--- config.mk ---
export PLATFORM = sky130hd
export DESIGN_NAME = str_buf_flat
export DESIGN_NICKNAME = d
export VERILOG_FILES = /design/src/rtl/str_buf_pkg.sv /design/src/rtl/str_buf_if.sv /design/src/rtl/str_buf_casefold.sv /design/src/rtl/str_buf.sv /design/src/flat_wrapper.sv
export SDC_FILE = /design/constraint.sdc
export NUM_CORES = 1
export LEC_CHECK = 0
export CORE_UTILIZATION = 47
export DETAILED_ROUTE_END_ITERATION = 7
export PLACE_DENSITY = 0.83
export SLEW_MARGIN = 10
export SYNTH_ARGS = -nofsm -noshare
export SYNTH_HDL_FRONTEND = slang
export SYNTH_SLANG_ARGS = --single-unit
--- constraint.sdc ---
create_clock -name clk -period 2.9 [get_ports clk]
set_input_delay 0.435 -clock clk [delete_from_list [all_inputs] [get_ports clk]]
set_output_delay 0.435 -clock clk [all_outputs]
set_load 0.05 [all_outputs]
--- src/rtl/str_buf_pkg.sv ---
// Shared constants and state type for the string buffer.
// Feature macro: STR_BUF_CASEFOLD_EN (enables upper-case folding of loaded characters).
package str_pkg;

    localparam logic [7:0] PAD_DEFAULT = 8'h20;
    localparam logic [7:0] LOWER_A     = 8'h61;
    localparam logic [7:0] LOWER_Z     = 8'h7A;
    localparam logic [7:0] CASE_OFFSET = 8'h20;

    typedef enum logic [1:0] {
        IDLE,
        LOAD,
        DONE
    } str_state_e;

endpackage

--- src/rtl/str_buf_if.sv ---
// Character load handshake and random-access read port of the string buffer.
// master = producer/reader side, slave = buffer side.
interface str_buf_if #(
    parameter int CW = 8,
    parameter int LW = 6
);
    logic          in_valid;
    logic          in_ready;
    logic [CW-1:0] in_char;
    logic          in_last;
    logic          rd_en;
    logic [LW-1:0] rd_idx;
    logic [CW-1:0] rd_char;
    logic          rd_valid;

    modport master (
        output in_valid, in_char, in_last, rd_en, rd_idx,
        input  in_ready, rd_char, rd_valid
    );

    modport slave (
        input  in_valid, in_char, in_last, rd_en, rd_idx,
        output in_ready, rd_char, rd_valid
    );
endinterface

--- src/rtl/str_buf_casefold.sv ---
// Purpose: folds ASCII lower-case letters to upper case; pass-through when CW != 8.
// Latency: combinational, zero cycles.
// Backpressure: none, pure function of the input character.
module str_casefold
    import str_pkg::*;
#(
    parameter int CW = 8
) (
    input  logic [CW-1:0] din,
    output logic [CW-1:0] dout
);

    if (CW == 8) begin : g_fold
        assign dout = (din >= LOWER_A && din <= LOWER_Z) ? din - CASE_OFFSET : din;
    end else begin : g_pass
        assign dout = din;
    end

endmodule

--- src/rtl/str_buf.sv ---
// Purpose: serially loads one string into DEPTH pad-filled slots; flat view plus registered read port.
// Latency: char visible in str_flat one cycle after accept; rd_char/rd_valid one cycle after rd_en.
// Backpressure: in_ready is low only while clr is asserted. Optional fold: STR_BUF_CASEFOLD_EN.
module str_buf
    import str_pkg::*;
#(
    parameter int            DEPTH    = 40,
    parameter int            CW       = 8,
    parameter logic [CW-1:0] PAD_CHAR = CW'(PAD_DEFAULT),
    parameter int            LW       = $clog2(DEPTH + 1)
) (
    input  logic                clk,
    input  logic                rst,
    input  logic                clr,
    str_buf_if.slave            bus,
    output logic                str_valid,
    output logic [LW-1:0]       len,
    output logic                ovf,
    output logic [DEPTH*CW-1:0] str_flat
);

    str_state_e                state;
    str_state_e                state_nxt;
    logic [DEPTH-1:0][CW-1:0]  slots;
    logic [LW-1:0]             wr_ptr;
    logic [CW-1:0]             ch;
    logic [CW-1:0]             rd_sel;
    logic                      accept;
    logic                      start;
    logic                      append;
    logic                      ptr_full;

`ifdef STR_BUF_CASEFOLD_EN
    str_casefold #(.CW(CW)) u_fold (
        .din  (bus.in_char),
        .dout (ch)
    );
`else
    assign ch = bus.in_char;
`endif

    assign bus.in_ready = ~clr;
    assign accept       = bus.in_valid & ~clr;
    assign ptr_full     = (wr_ptr == LW'(DEPTH));
    assign str_flat     = slots;

    always_ff @(posedge clk or negedge rst) begin
        if (!rst) begin
            state <= IDLE;
        end else begin
            state <= state_nxt;
        end
    end

    always_comb begin
        state_nxt = state;
        start     = 1'b0;
        append    = 1'b0;
        if (clr) begin
            state_nxt = IDLE;
        end else if (accept) begin
            case (state)
                IDLE, DONE: begin
                    start     = 1'b1;
                    state_nxt = bus.in_last ? DONE : LOAD;
                end
                LOAD: begin
                    append = 1'b1;
                    if (bus.in_last) begin
                        state_nxt = DONE;
                    end
                end
                default: state_nxt = IDLE;
            endcase
        end
    end

    // A new first character wipes the previous string so stale tail slots never survive.
    always_ff @(posedge clk or negedge rst) begin
        if (!rst) begin
            slots     <= {DEPTH{PAD_CHAR}};
            wr_ptr    <= '0;
            len       <= '0;
            ovf       <= 1'b0;
            str_valid <= 1'b0;
        end else if (clr) begin
            slots     <= {DEPTH{PAD_CHAR}};
            wr_ptr    <= '0;
            len       <= '0;
            ovf       <= 1'b0;
            str_valid <= 1'b0;
        end else if (start) begin
            for (int i = 0; i < DEPTH; i++) begin
                slots[i] <= (i == 0) ? ch : PAD_CHAR;
            end
            wr_ptr    <= LW'(1);
            ovf       <= 1'b0;
            str_valid <= bus.in_last;
            len       <= bus.in_last ? LW'(1) : '0;
        end else if (append) begin
            for (int i = 0; i < DEPTH; i++) begin
                if (wr_ptr == LW'(i)) begin
                    slots[i] <= ch;
                end
            end
            if (ptr_full) begin
                ovf <= 1'b1;
            end else begin
                wr_ptr <= wr_ptr + LW'(1);
            end
            if (bus.in_last) begin
                len       <= ptr_full ? wr_ptr : wr_ptr + LW'(1);
                str_valid <= 1'b1;
            end
        end
    end

    // Out-of-range indices fall through to the pad value.
    always_comb begin
        rd_sel = PAD_CHAR;
        for (int i = 0; i < DEPTH; i++) begin
            if (bus.rd_idx == LW'(i)) begin
                rd_sel = slots[i];
            end
        end
    end

    always_ff @(posedge clk or negedge rst) begin
        if (!rst) begin
            bus.rd_valid <= 1'b0;
            bus.rd_char  <= PAD_CHAR;
        end else begin
            bus.rd_valid <= bus.rd_en;
            if (bus.rd_en) begin
                bus.rd_char <= rd_sel;
            end
        end
    end

endmodule

--- src/flat_wrapper.sv ---
// flat-port wrapper written by rule: the top's interface ports become plain ports
module str_buf_flat import str_pkg::*;
#(
    parameter int            DEPTH    = 40,
    parameter int            CW       = 8,
    parameter logic [CW-1:0] PAD_CHAR = CW'(PAD_DEFAULT),
    parameter int            LW       = $clog2(DEPTH + 1)
)
  (clk, rst, clr, str_valid, len, ovf, str_flat, bus_in_valid, bus_in_char, bus_in_last, bus_rd_en, bus_rd_idx, bus_in_ready, bus_rd_char, bus_rd_valid);
  str_buf_if #(.CW(CW), .LW(LW)) bus_i ();
  input  logic clk;
  input  logic rst;
  input  logic clr;
  output logic str_valid;
  output logic [LW-1:0] len;
  output logic ovf;
  output logic [DEPTH*CW-1:0] str_flat;
  input wire logic [$bits(bus_i.in_valid)-1:0] bus_in_valid;
  input wire logic [$bits(bus_i.in_char)-1:0] bus_in_char;
  input wire logic [$bits(bus_i.in_last)-1:0] bus_in_last;
  input wire logic [$bits(bus_i.rd_en)-1:0] bus_rd_en;
  input wire logic [$bits(bus_i.rd_idx)-1:0] bus_rd_idx;
  output wire logic [$bits(bus_i.in_ready)-1:0] bus_in_ready;
  output wire logic [$bits(bus_i.rd_char)-1:0] bus_rd_char;
  output wire logic [$bits(bus_i.rd_valid)-1:0] bus_rd_valid;
  assign bus_i.in_valid = bus_in_valid;
  assign bus_i.in_char = bus_in_char;
  assign bus_i.in_last = bus_in_last;
  assign bus_i.rd_en = bus_rd_en;
  assign bus_i.rd_idx = bus_rd_idx;
  assign bus_in_ready = bus_i.in_ready;
  assign bus_rd_char = bus_i.rd_char;
  assign bus_rd_valid = bus_i.rd_valid;
  str_buf #(.DEPTH(DEPTH), .CW(CW), .PAD_CHAR(PAD_CHAR), .LW(LW)) u_core (.clk(clk), .rst(rst), .clr(clr), .bus(bus_i), .str_valid(str_valid), .len(len), .ovf(ovf), .str_flat(str_flat));
endmodule
==> results.sh <==
export IMPL_status="complete, but fails checks"
export IMPL_violations="hold timing"
export IMPL_cts_tree="yes"
export IMPL_die_width_um=194
export IMPL_p_per_area_nw_per_um2=574
export IMPL_clock_sinks=345
export IMPL_synth_cell_area_um2=17400
export IMPL_final_cell_mix="clkdlybuf4s50_1 (352), o21ai_0 (315), nand2_1 (309)"
export IMPL_p_int_uw=8890
export IMPL_synthToLayoutAreaGrowth_pct=35.5
export IMPL_cp_start_kind="register"
export IMPL_max_freq_mhz=385
export IMPL_worstSkewPairLatency_ns=0.52
export IMPL_dr_total_vias=17700
export IMPL_maxSlewHeadroom_pct=28.5
export IMPL_grt_pass1_wl_um=108000
export IMPL_grt_pass1_vias=17000
export IMPL_p_leak_uw=0.00985
export IMPL_dpl_hpwl_um=54600
export IMPL_criticalPathCategory="register to register"
export IMPL_cp_slowest_cell="nor3_2"
export IMPL_synth_edf_count=0
export IMPL_rr_worst_depth=7
export IMPL_path_clk_slew_ns=0.06
export IMPL_fillers=2843
export IMPL_cts_made_buffers=36
export IMPL_antenna_found_initial=0
export IMPL_synthXorXnorAreaFrac_pct=0.252
export IMPL_synthAdderAreaFrac_pct=0.288
export IMPL_pin_count=358
export IMPL_die_area_um2=37700
export IMPL_crit_arrival_ns=2.97
export IMPL_die_y_um=194
export IMPL_cp_num_buf_inv=1
export IMPL_yosysSeqAreaShare_pct=50.0
export IMPL_finClkSkew_ns=0.00805
export IMPL_synth_seq_cells=345
export IMPL_setup_viol_count_final=0
export IMPL_grt_overflow=0
export IMPL_final_common_cell="clkdlybuf4s50_1"
export IMPL_finalHoldViolCount=5
export IMPL_synthArstFlopShare_pct=100
export IMPL_synth_top_family_by_area="compound AO/OA/AOI/OAI gates"
export IMPL_avgSynthCellArea_um2=9.52
export IMPL_crit_path_cell_trace="nand2_1 > a21oi_1 > nor3_2 > a21oi_1 > buf_4 > nand2_1 > o21ai_0"
export IMPL_clkPwrFrac_pct=33.4
export IMPL_ys_types=79
export IMPL_synth_mux_area_share_pct=10.3
export IMPL_route_detailed_drc=0
export IMPL_switching_share_pct=34.3
export IMPL_required_ns=3.28
export IMPL_cts_buffer_depth=3
export IMPL_share_comb_of_total_power_pct=25.3
export IMPL_ir_drop_mv=0.444
export IMPL_period_share_pct=89.5
export IMPL_cp_max_fo=18
export IMPL_vias_per_cell=6.46
export IMPL_crit_family="simple AND/OR/NAND/NOR gates"
export IMPL_tightest_slew_ns=1.07
export IMPL_synthFlopType="dfrtp_1"
export IMPL_synthCells=1825
export IMPL_syn_nets=1849
export IMPL_routabilityCongestion=1.08
export IMPL_core_area_um2=36500
export IMPL_p_seq_share_pct=41.4
export IMPL_drtIter0Drc=2186
export IMPL_initial_utilization_pct=47.6
export IMPL_row_count=70
export IMPL_ff_latch_area_um2=8680
export IMPL_wirelength_um=72800
export IMPL_rsz0062_at_grt="false"
export IMPL_cp_end_kind="register"
export IMPL_grt_max_degree=101
export IMPL_holdWs_ns=-0.0244
export IMPL_power_switching_uw=4630
export IMPL_wl_per_cell_um=26.6
export IMPL_path_depth=7
export IMPL_slowest_delay_ns=0.82
export IMPL_post_cts_resized=0
export IMPL_yosys_area_share_simple_pct=14.0
export IMPL_cts_setup_buffers=0
export IMPL_drtAntennaViolNets=0
export IMPL_drt_pass1_iter_count=7
export IMPL_hold_class="input pin to async pin"
export IMPL_diodes=0
export IMPL_holdBufCountCts=0
export IMPL_power_uw=13500
export IMPL_fin_nets=2268
export IMPL_portBuffers=357
export IMPL_tns_ns=0
export IMPL_htree_levels=2
export IMPL_cap_violations=0
export IMPL_finalMaxSlewViolations=0
export IMPL_grt_usage_pct=38.1
export IMPL_multi_input_area_um2=7940
export IMPL_final_layout_size_suffix_gt1_share_pct=18.3
export IMPL_cts_root_buffer="clkbuf_16"
export IMPL_finalCriticalPeriod_ns=2.60
export IMPL_synth_compound_area_share_pct=20.9
export IMPL_ys_warnings_count=0
-- synthesized netlist by cell type, types with 5 or more instances --
| cell | count | area share, % |
|---|---|---|
| a21o_1 | 5 | 0.22 |
| and2_1 | 5 | 0.18 |
| dfstp_2 | 41 | 6.2 |
| a2bb2oi_1 | 5 | 0.25 |
| dfrtp_1 | 304 | 44 |
| nor2_1 | 76 | 1.6 |
| mux4_2 | 8 | 1.0 |
| o21ai_1 | 14 | 0.40 |
| a221o_1 | 5 | 0.29 |
| nand4_1 | 5 | 0.18 |
| o22ai_1 | 27 | 0.97 |
| nand3_1 | 30 | 0.86 |
| buf_4 | 6 | 0.26 |
| o21ai_0 | 315 | 9.1 |
| a211oi_1 | 17 | 0.73 |
| o31ai_1 | 8 | 0.35 |
| buf_2 | 49 | 1.4 |
| a31oi_1 | 31 | 1.1 |
| nor2b_1 | 15 | 0.54 |
| clkbuf_1 | 101 | 2.2 |
| and3_1 | 7 | 0.25 |
| mux2i_1 | 39 | 2.2 |
| nand2_1 | 309 | 6.7 |
| mux2_2 | 108 | 7.0 |
| nand2b_1 | 13 | 0.47 |
| a21oi_1 | 100 | 2.9 |
| o221ai_1 | 9 | 0.45 |
| a2111oi_0 | 5 | 0.25 |
| a22oi_1 | 13 | 0.56 |
| a221oi_1 | 6 | 0.30 |
| nor3_1 | 25 | 0.72 |
| o211ai_1 | 15 | 0.65 |
| inv_1 | 5 | 0.11 |
-- cell families (layout without fill, tap and decap cells) --
logic type	after synthesis	after routing
mux	155	155
compound gates	623	623
flops	345	345
xor+xnor	5	5
simple gates	524	524
fa+ha+maj	4	4
buf+inv	169	612
-- state kept, by name (all words and copies together) (netlist names) --
signal               flops
u_core.str_flat        320
u_core.len               6
u_core.wr_ptr            6
u_core.state             2
u_core.bus.rd_valid      1
u_core.ovf               1
u_core.bus.rd_char       8
u_core.str_valid         1
-- worst paths after layout --
kind,startpoint,end,slack (ns)
setup reg to reg,u_core.state[1]$_DFFE_PN0P_,u_core.str_flat[124]$_DFFE_PN0P_,0.30
max in group asynchronous,rst,u_core.str_flat[197]$_DFFE_PN1P_,1.98
min in group clk,u_core.str_flat[5]$_DFFE_PN1P_,u_core.str_flat[5]$_DFFE_PN1P_,0.48
hold / removal,rst,u_core.str_flat[265]$_DFFE_PN0P_,-0.02
hold reg to reg,u_core.str_flat[5]$_DFFE_PN1P_,u_core.str_flat[5]$_DFFE_PN1P_,0.48
setup / recovery,u_core.state[1]$_DFFE_PN0P_,u_core.str_flat[124]$_DFFE_PN0P_,0.30
-- metrics by stage --
step	setup slack [ns]	std cells	utilization [%]	instance area [um2]	hold WS, ns
after floorplan	0.668	1825	-	17400	0.139
after global placement	-0.121	2674	61.4	22400	0.470
final	0.304	2736	64.5	23600	-0.0244
after CTS	0.360	2736	64.5	23600	0.0181
after detailed placement	-0.173	2674	61.4	22400	0.472
after global routing	0.157	2736	64.5	23600	0.0417
-- worst register-to-register path, stage by stage (launching register included) --
cell     delay [ns]
dfrtp_1        0.47
nand2_1        0.16
a21oi_1        0.14
nor3_2         0.82
a21oi_1        0.40
buf_4          0.31
nand2_1        0.08
o21ai_0        0.08
-- power by group through the flow --
stage                     logic [uW]  clock network, uW  registers, uW
after floorplan                  871                  0           6620
after global placement          3320                  0           5640
after detailed placement        3370                  0           5650
after CTS                       3380               4510           5570
after global routing            3540               4710           5610
final                           3420               4510           5600
-- per-layer routing --
metal | global-route usage (%) | wire, um | vias up
met5 | 0 | 0 | -
met2 | 58.2 | 32700 | 1287
met1 | 52.3 | 28700 | 8709
li1 | - | - | 7445
met3 | 7.76 | 7830 | 223
met4 | 17.5 | 3550 | 0
-- area by class of cell --
class	count	share of cell area, %
Sequential cell	345	36.9
Multi-Input combinational cell	1311	33.7
Timing Repair Buffer	542	22.0
Clock buffer	52	4.30
Tap cell	468	2.49
Clock inverter	10	0.478
Inverter	8	0.128
Note: power is estimated with default switching activity, not from simulation.
